[config.mk]
export PLATFORM = sky130hd
export DESIGN_NAME = demux1to4_stream_flat
export DESIGN_NICKNAME = d
export VERILOG_FILES = /design/src/rtl/demux_pkg.sv /design/src/rtl/demux1to4_stream_if.sv /design/src/rtl/demux_out_slice.sv /design/src/rtl/demux1to4_stream.sv /design/src/flat_wrapper.sv
export SDC_FILE = /design/constraint.sdc
export NUM_CORES = 1
export LEC_CHECK = 0
export BUFFER_PORTS_ARGS = -buffer_cell sky130_fd_sc_hd__buf_2
export CAP_MARGIN = 30
export CORE_ASPECT_RATIO = 0.8
export CORE_MARGIN = 5
export CORE_UTILIZATION = 51
export CTS_CLUSTER_SIZE = 24
export DETAILED_ROUTE_END_ITERATION = 10
export PLACE_DENSITY = 0.79
export SLEW_MARGIN = 5
export SYNTH_ARGS = -nofsm -noshare
export SYNTH_HDL_FRONTEND = slang
export SYNTH_HIERARCHICAL = 1
export SYNTH_SLANG_ARGS = --single-unit
[constraint.sdc]
create_clock -name clk -period 2.6 [get_ports clk]
set_input_delay 0.13 -clock clk [delete_from_list [all_inputs] [get_ports clk]]
set_output_delay 0.13 -clock clk [all_outputs]
set_load 0.03 [all_outputs]
[src/rtl/demux_pkg.sv]
// demux_pkg: shared channel count, select width and FSM state type for the 1-to-4 stream demux.
package demux_pkg;
  localparam int NUM_CH = 4;
  localparam int SEL_W = 2;
  typedef enum logic {ST_IDLE, ST_BUSY} state_t;
endpackage

[src/rtl/demux1to4_stream_if.sv]
// demux1to4_stream_if: producer-side stream plus four consumer channels of the demux.
interface demux1to4_stream_if #(parameter int DW = 8);
  logic [DW-1:0]   in_data;
  logic            in_valid;
  logic            in_last;
  logic [1:0]      in_sel;
  logic            in_ready;
  logic [4*DW-1:0] out_data;
  logic [3:0]      out_valid;
  logic [3:0]      out_last;
  logic [3:0]      out_ready;
  modport master (output in_data, in_valid, in_last, in_sel, out_ready,
                  input in_ready, out_data, out_valid, out_last);
  modport slave (input in_data, in_valid, in_last, in_sel, out_ready,
                 output in_ready, out_data, out_valid, out_last);
endinterface

[src/rtl/demux_out_slice.sv]
// demux_out_slice: one-entry registered output stage; a load wins over a same-cycle drain.
module demux_out_slice #(parameter int DW = 8) (
  input  logic          clk,
  input  logic          rst_n,
  input  logic          load,
  input  logic [DW-1:0] d,
  input  logic          last,
  input  logic          ready,
  output logic          valid,
  output logic [DW-1:0] q,
  output logic          q_last
);
  logic          r_valid;
  logic [DW-1:0] r_q;
  logic          r_last;
  always_ff @(posedge clk) begin
    if (!rst_n) begin
      r_valid <= 1'b0;
      r_q     <= '0;
      r_last  <= 1'b0;
    end else if (load) begin
      r_valid <= 1'b1;
      r_q     <= d;
      r_last  <= last;
    end else if (ready) begin
      r_valid <= 1'b0;
    end
  end
  assign valid  = r_valid;
  assign q      = r_q;
  assign q_last = r_last;
endmodule

[src/rtl/demux1to4_stream.sv]
// demux1to4_stream: routes one valid/ready stream to one of four registered channels.
// Define DEMUX1TO4_PKT_LOCK_EN to pin every beat of a packet to its first beat's channel.
module demux1to4_stream
  import demux_pkg::*;
#(
  parameter int DW = 8
) (
  input logic clk,
  input logic rst_n,
  demux1to4_stream_if.slave bus
);
  logic [SEL_W-1:0]  w_dst;
  logic              w_ready;
  logic              w_acc;
  logic [NUM_CH-1:0] w_valid;
  logic [NUM_CH-1:0] w_last;
  logic [DW-1:0]     w_q [NUM_CH];
`ifdef DEMUX1TO4_PKT_LOCK_EN
  state_t           r_state, w_state_nxt;
  logic [SEL_W-1:0] r_lock_sel, w_lock_nxt;
  always_ff @(posedge clk) begin
    if (!rst_n) begin
      r_state    <= ST_IDLE;
      r_lock_sel <= '0;
    end else begin
      r_state    <= w_state_nxt;
      r_lock_sel <= w_lock_nxt;
    end
  end
  assign w_dst = (r_state == ST_BUSY) ? r_lock_sel : bus.in_sel;
  always_comb begin
    w_state_nxt = r_state;
    w_lock_nxt  = r_lock_sel;
    if (w_acc) begin
      w_state_nxt = bus.in_last ? ST_IDLE : ST_BUSY;
      if (r_state == ST_IDLE && !bus.in_last) w_lock_nxt = bus.in_sel;
    end
  end
`else
  assign w_dst = bus.in_sel;
`endif
  // Readiness looks only at the chosen channel, so idle channels never stall the producer.
  assign w_ready       = rst_n & (~w_valid[w_dst] | bus.out_ready[w_dst]);
  assign w_acc         = bus.in_valid & w_ready;
  assign bus.in_ready  = w_ready;
  assign bus.out_valid = w_valid;
  assign bus.out_last  = w_last;
  for (genvar k = 0; k < NUM_CH; k++) begin : g_ch
    demux_out_slice #(.DW(DW)) u_slice (
      .clk    (clk),
      .rst_n  (rst_n),
      .load   (w_acc && (w_dst == SEL_W'(k))),
      .d      (bus.in_data),
      .last   (bus.in_last),
      .ready  (bus.out_ready[k]),
      .valid  (w_valid[k]),
      .q      (w_q[k]),
      .q_last (w_last[k])
    );
    assign bus.out_data[k*DW +: DW] = w_q[k];
  end
endmodule
[src/flat_wrapper.sv]
// flat-port wrapper written by rule: the top's interface ports become plain ports
module demux1to4_stream_flat import demux_pkg::*;
#(
  parameter int DW = 8
)
  (clk, rst_n, bus_in_data, bus_in_valid, bus_in_last, bus_in_sel, bus_out_ready, bus_in_ready, bus_out_data, bus_out_valid, bus_out_last);
  demux1to4_stream_if #(.DW(DW)) bus_i ();
  input logic clk;
  input logic rst_n;
  input wire logic [$bits(bus_i.in_data)-1:0] bus_in_data;
  input wire logic [$bits(bus_i.in_valid)-1:0] bus_in_valid;
  input wire logic [$bits(bus_i.in_last)-1:0] bus_in_last;
  input wire logic [$bits(bus_i.in_sel)-1:0] bus_in_sel;
  input wire logic [$bits(bus_i.out_ready)-1:0] bus_out_ready;
  output wire logic [$bits(bus_i.in_ready)-1:0] bus_in_ready;
  output wire logic [$bits(bus_i.out_data)-1:0] bus_out_data;
  output wire logic [$bits(bus_i.out_valid)-1:0] bus_out_valid;
  output wire logic [$bits(bus_i.out_last)-1:0] bus_out_last;
  assign bus_i.in_data = bus_in_data;
  assign bus_i.in_valid = bus_in_valid;
  assign bus_i.in_last = bus_in_last;
  assign bus_i.in_sel = bus_in_sel;
  assign bus_i.out_ready = bus_out_ready;
  assign bus_in_ready = bus_i.in_ready;
  assign bus_out_data = bus_i.out_data;
  assign bus_out_valid = bus_i.out_valid;
  assign bus_out_last = bus_i.out_last;
  demux1to4_stream #(.DW(DW)) u_core (.clk(clk), .rst_n(rst_n), .bus(bus_i));
endmodule
[Word level (Yosys, flattened, before mapping)]
Index checks and enable logic that the tools add are counted.
Operators by class
  order comparisons: 1
  equal/unequal tests: 3
  multiplexer cells: 12
  bitwise operators: 4
  reduce and logical (&&, ||, !) cells: 9
Operators with widths (count)
  two-way mux 1 bit: 10
  nonzero test 2 bit: 4
  binary-select mux 1 bit (select 2 bit): 2
  equality test 2 bit (second input constant): 2
  logical AND 1 bit: 4
  less-than comparator 2 x 3 -> 1 bit (second input constant): 1
  AND 1 bit: 2
  equality test 2 x 1 -> 1 bit (second input constant): 1
  logical NOT 2 bit: 1
  NOT 1 bit: 1
  bitwise OR 1 bit: 1
Storage, ports and cells
  register bits after elaboration: 40
  input bits: 18

[Depth between registers and ports, before layout]
  word-level depth: 8
  depth in mapped cells: 5
  mapped depth without buffers: 4

[Modules after synthesis]
The synthesis kept the hierarchy.
By module, submodules not included
  demux_out_slice: instances 4, cells an instance 31, area each 371.6 um^2
  demux1to4_stream: instances 1, cells an instance 17, area each 102.6 um^2

[Worst setup path before layout]
Ideal clock, no wire load.
  kind: reg2out
  start point: reg u_core.g_ch[2].u_slice.r_valid
  end point: out bus_in_ready
  arrival time: 1.470 ns
  data required time: 2.470 ns
  path slack: 1.000 ns
  cell stages (with the launch flop): 4
  buffers on the path: 0
  path through: dfxtp_1 > or3b_1 > a21oi_1 > a311oi_1
Between the ends
  longest elaborated chain between the ends: 5
Ends and longest elaborated chain
  start, declared: RTL line demux_out_slice.sv:13  | logic r_valid;
  start signal, assigned: RTL line demux_out_slice.sv:18  | r_valid <= 1'b0;
  start signal, assigned: RTL line demux_out_slice.sv:22  | r_valid <= 1'b1;
  start signal, assigned: RTL line demux_out_slice.sv:26  | r_valid <= 1'b0;
  binary-select mux 1 bit (select 2 bit): RTL line demux1to4_stream.sv:43  | assign w_ready = rst_n & (~w_valid[w_dst] | bus.out_ready[w_dst]);
  two-way mux 1 bit (not written as such): RTL line demux1to4_stream.sv:43
  NOT 1 bit: RTL line demux1to4_stream.sv:43
  bitwise OR 1 bit: RTL line demux1to4_stream.sv:43
  AND 1 bit: RTL line demux1to4_stream.sv:43
  end, declared: RTL line flat_wrapper.sv:15  | output wire logic [$bits(bus_i.in_ready)-1:0] bus_in_ready;
Every way passes these cells. The select of a mux whose other input is x is not followed.

[Worst setup path after layout]
  start point: reg u_core.g_ch[2].u_slice.r_valid
  end point: reg u_core.g_ch[2].u_slice.r_q[0]
Between the ends
  longest elaborated chain between the ends: 7
Ends and longest elaborated chain
  binary-select mux 1 bit (select 2 bit): RTL line demux1to4_stream.sv:43
  two-way mux 1 bit (not written as such): RTL line demux1to4_stream.sv:43
  NOT 1 bit: RTL line demux1to4_stream.sv:43
  bitwise OR 1 bit: RTL line demux1to4_stream.sv:43
  AND 1 bit: RTL line demux1to4_stream.sv:43
  AND 1 bit: RTL line demux1to4_stream.sv:44  | assign w_acc = bus.in_valid & w_ready;
  logical AND 1 bit: RTL line demux1to4_stream.sv:52  | .load (w_acc && (w_dst == SEL_W'(k))),
  end signal, assigned: RTL line demux_out_slice.sv:19  | r_q <= '0;
  end signal, assigned: RTL line demux_out_slice.sv:23  | r_q <= d;
  end, declared: RTL line demux_out_slice.sv:14  | logic [DW-1:0] r_q;
Every way passes these cells. The select of a mux whose other input is x is not followed.
A chain may end at the register's enable or synchronous reset.

==> out/results.ini <==
[status]
status=finished, final reports clean

[global_routing]
overflow=0
antenna_found_initial=0
grt_usage=0.185
grt_pass1_wl_um=6070
grt_start_max_net_pins=43
grt_pass1_vias=1293

[sta]
hold_viol_final=0
setup_viol_count_final=0
rsz0062_at_grt=no
slew_viol_final=0
fmax_mhz=563
finalCritPeriodShare=0.684
fin_crit_ps=1780
fin_setup_tns_ps=0
setup_ws_ps=823
tightestPinTransition_ps=702
slew_headroom=0.531
skew_ps=3.12

[power_and_ir_drop]
peakVddDrop_mv=0.331
power_density_nw_per_um2=574
power.leakage_uw=0.000850

[die]
die_x_um=72.4
die_area_um2=4340
num_rows=18
start_util=0.523
fp.coreArea_um2=3040
io-pin-count=59
die_h_um=59.9

[logic_synthesis]
synthMuxAreaShare=0.227
synth_top_cell_by_area=dfxtp_1
avgSynthCellArea_um2=11.3
synth-simple-area-share=0.187
yosysUniqueCellTypes=15
synth_compound_area_frac=0.0441
ys_warn_count=6
synthXorXnorAreaFrac=0
synth_top_cell_area_share=0.504
ys_ff_latch=40
syn-cell-area_um2=1590
synthTopCellsByArea=dfxtp_1 (50%), mux2i_1 (23%), nor2b_1 (17%)
synth.yosys.seq_area_share=0.504
synth_top_family_by_area=multiplexers
synthCells=141
synth_fp_nets=159
synth-adder-area-share=0

[clocking]
cts_tree=built
cts-htree-levels=2
cts_buffer_depth=2
postCtsSetupBuffers=0
ctsResizeCount=0
numCtsBuffers=5
cts.sinks=40
clock-root-buffer=clkbuf_8
clkTransAtPathRegs_ps=70
clkLatencyLatePin_ps=280
holdBufCountCts=0

[final_layout]
nNetsFinal=225
multi_input_area_um2=751
regArea_um2=801
nFillCells=249
n_antenna_cell=0
synthToLayoutAreaGrowth_pct=28.0
drive_gt1_frac=0.351

[placement]
pre_cts_slack_ps=790
place_hpwl_um=2770
numPortBuffers=58
gp_congestion=0.794

[critical_path]
worstSetupPathType=reg -> reg
r2r-start=u_core/g_ch[2].u_slice/valid
cp.required_ps=2780
rrSetupSlack_ps=820
crit_fanout=7
worst_setup_path_start_kind=flip-flop
crit_start=u_core/g_ch[2].u_slice/valid
endpoint_kind=flip-flop
worstPathArrival_ps=1960

[drt]
first_iter_violations=73
drt-wirelength-per-cell_um=15.2
ant_nets=0
route.detailed.drc=0
firstDrtPassIters=4
vias_per_cell=5.03
routed_wirelength_um=3770
vias=1248

[run]
cap_viol_max_count=0

[hold_path]
holdCritPathClass=in -> reg
hp-start=bus_in_data[5]

==> flip-flops by register name (all words and copies together) (netlist names) <==
name                        count
u_core/g_ch.u_slice/q          32
u_core/g_ch.u_slice/q_last      4
u_core/g_ch.u_slice/valid       4
==> cell usage in the layout, fill, tap and decap left out, types with 2 or more instances in the layout <==
master,n
inv_1,4
dfxtp_1,40
a2111oi_2,2
o21a_1,4
clkbuf_1,2
buf_4,5
nor3_2,2
mux2i_1,36
clkbuf_8,6
buf_2,58
nor2b_1,42
==> metal layers <==
layer | vias to the layer above | wire length [um] | global-route usage
li1 | 607 | - | -
met1 | 589 | 1670 | 0.228
met2 | 45 | 1750 | 0.300
met3 | 7 | 307 | 0.0588
met4 | 0 | 50 | 0.0816
met5 | - | 0 | 0
==> final timing paths <==
path / cells past startpoint / endpoint
setup / recovery: 4 / u_core/g_ch[2].u_slice/q[0]
hold / removal: 3 / u_core/g_ch[0].u_slice/q[5]
setup reg to reg: 4 / u_core/g_ch[2].u_slice/q[0]
hold reg to reg: 2 / u_core/g_ch[2].u_slice/q[5]
==> cells by family (layout without fill, tap and decap cells) <==
| family | count (synthesis) | in the layout |
|---|---|---|
| simple gates | 48 | 48 |
| flops | 40 | 40 |
| mux | 36 | 36 |
| compound gates | 9 | 9 |
| buf+inv | 8 | 75 |
==> synthesized netlist by cell type <==
| cell | count |
|---|---|
| nor2b_1 | 42 |
| dfxtp_1 | 40 |
| mux2i_1 | 36 |
| buf_6 | 4 |
| inv_1 | 4 |
| o21a_1 | 4 |
| a2111oi_0 | 2 |
| nor3_1 | 2 |
| a21oi_1 | 1 |
| a311oi_1 | 1 |
| nand2_1 | 1 |
| nand3_1 | 1 |
| nand3b_1 | 1 |
| o41ai_1 | 1 |
| or3b_1 | 1 |
==> per-stage QoR <==
stage | area [um^2] | power [uW] | std cells | util | hold WS [ps]
global placement | 1940 | 770 | 240 | 0.640 | 436
finish | 2030 | 1170 | 248 | 0.669 | 152
global route | 2030 | 1220 | 248 | 0.669 | 160
floorplan | 1590 | 719 | 141 | - | 248
detailed placement | 1940 | 774 | 240 | 0.640 | 446
CTS | 2030 | 1170 | 248 | 0.669 | 149
==> critical path, cell delays in order (launching register included) <==
cell       delay [ps]
dfxtp_1           350
a2111oi_2         710
buf_4             320
mux2i_1           230
nor2b_1            60
==> where the power goes <==
group | total, uW | internal, uW | switching, uW
Clock | 407 | 216 | 191
Sequential | 633 | 626 | 7.52
Combinational | 127 | 49.2 | 77.4
==> final cells by class <==
class / instances / area share
timing repair buffer: 63 / 0.161
tap: 40 / 0.0246
multi-input combinational: 93 / 0.369
sequential: 40 / 0.394
clock buffer: 8 / 0.0443
inverter: 4 / 0.00738
(Power assumes the default switching activity.)
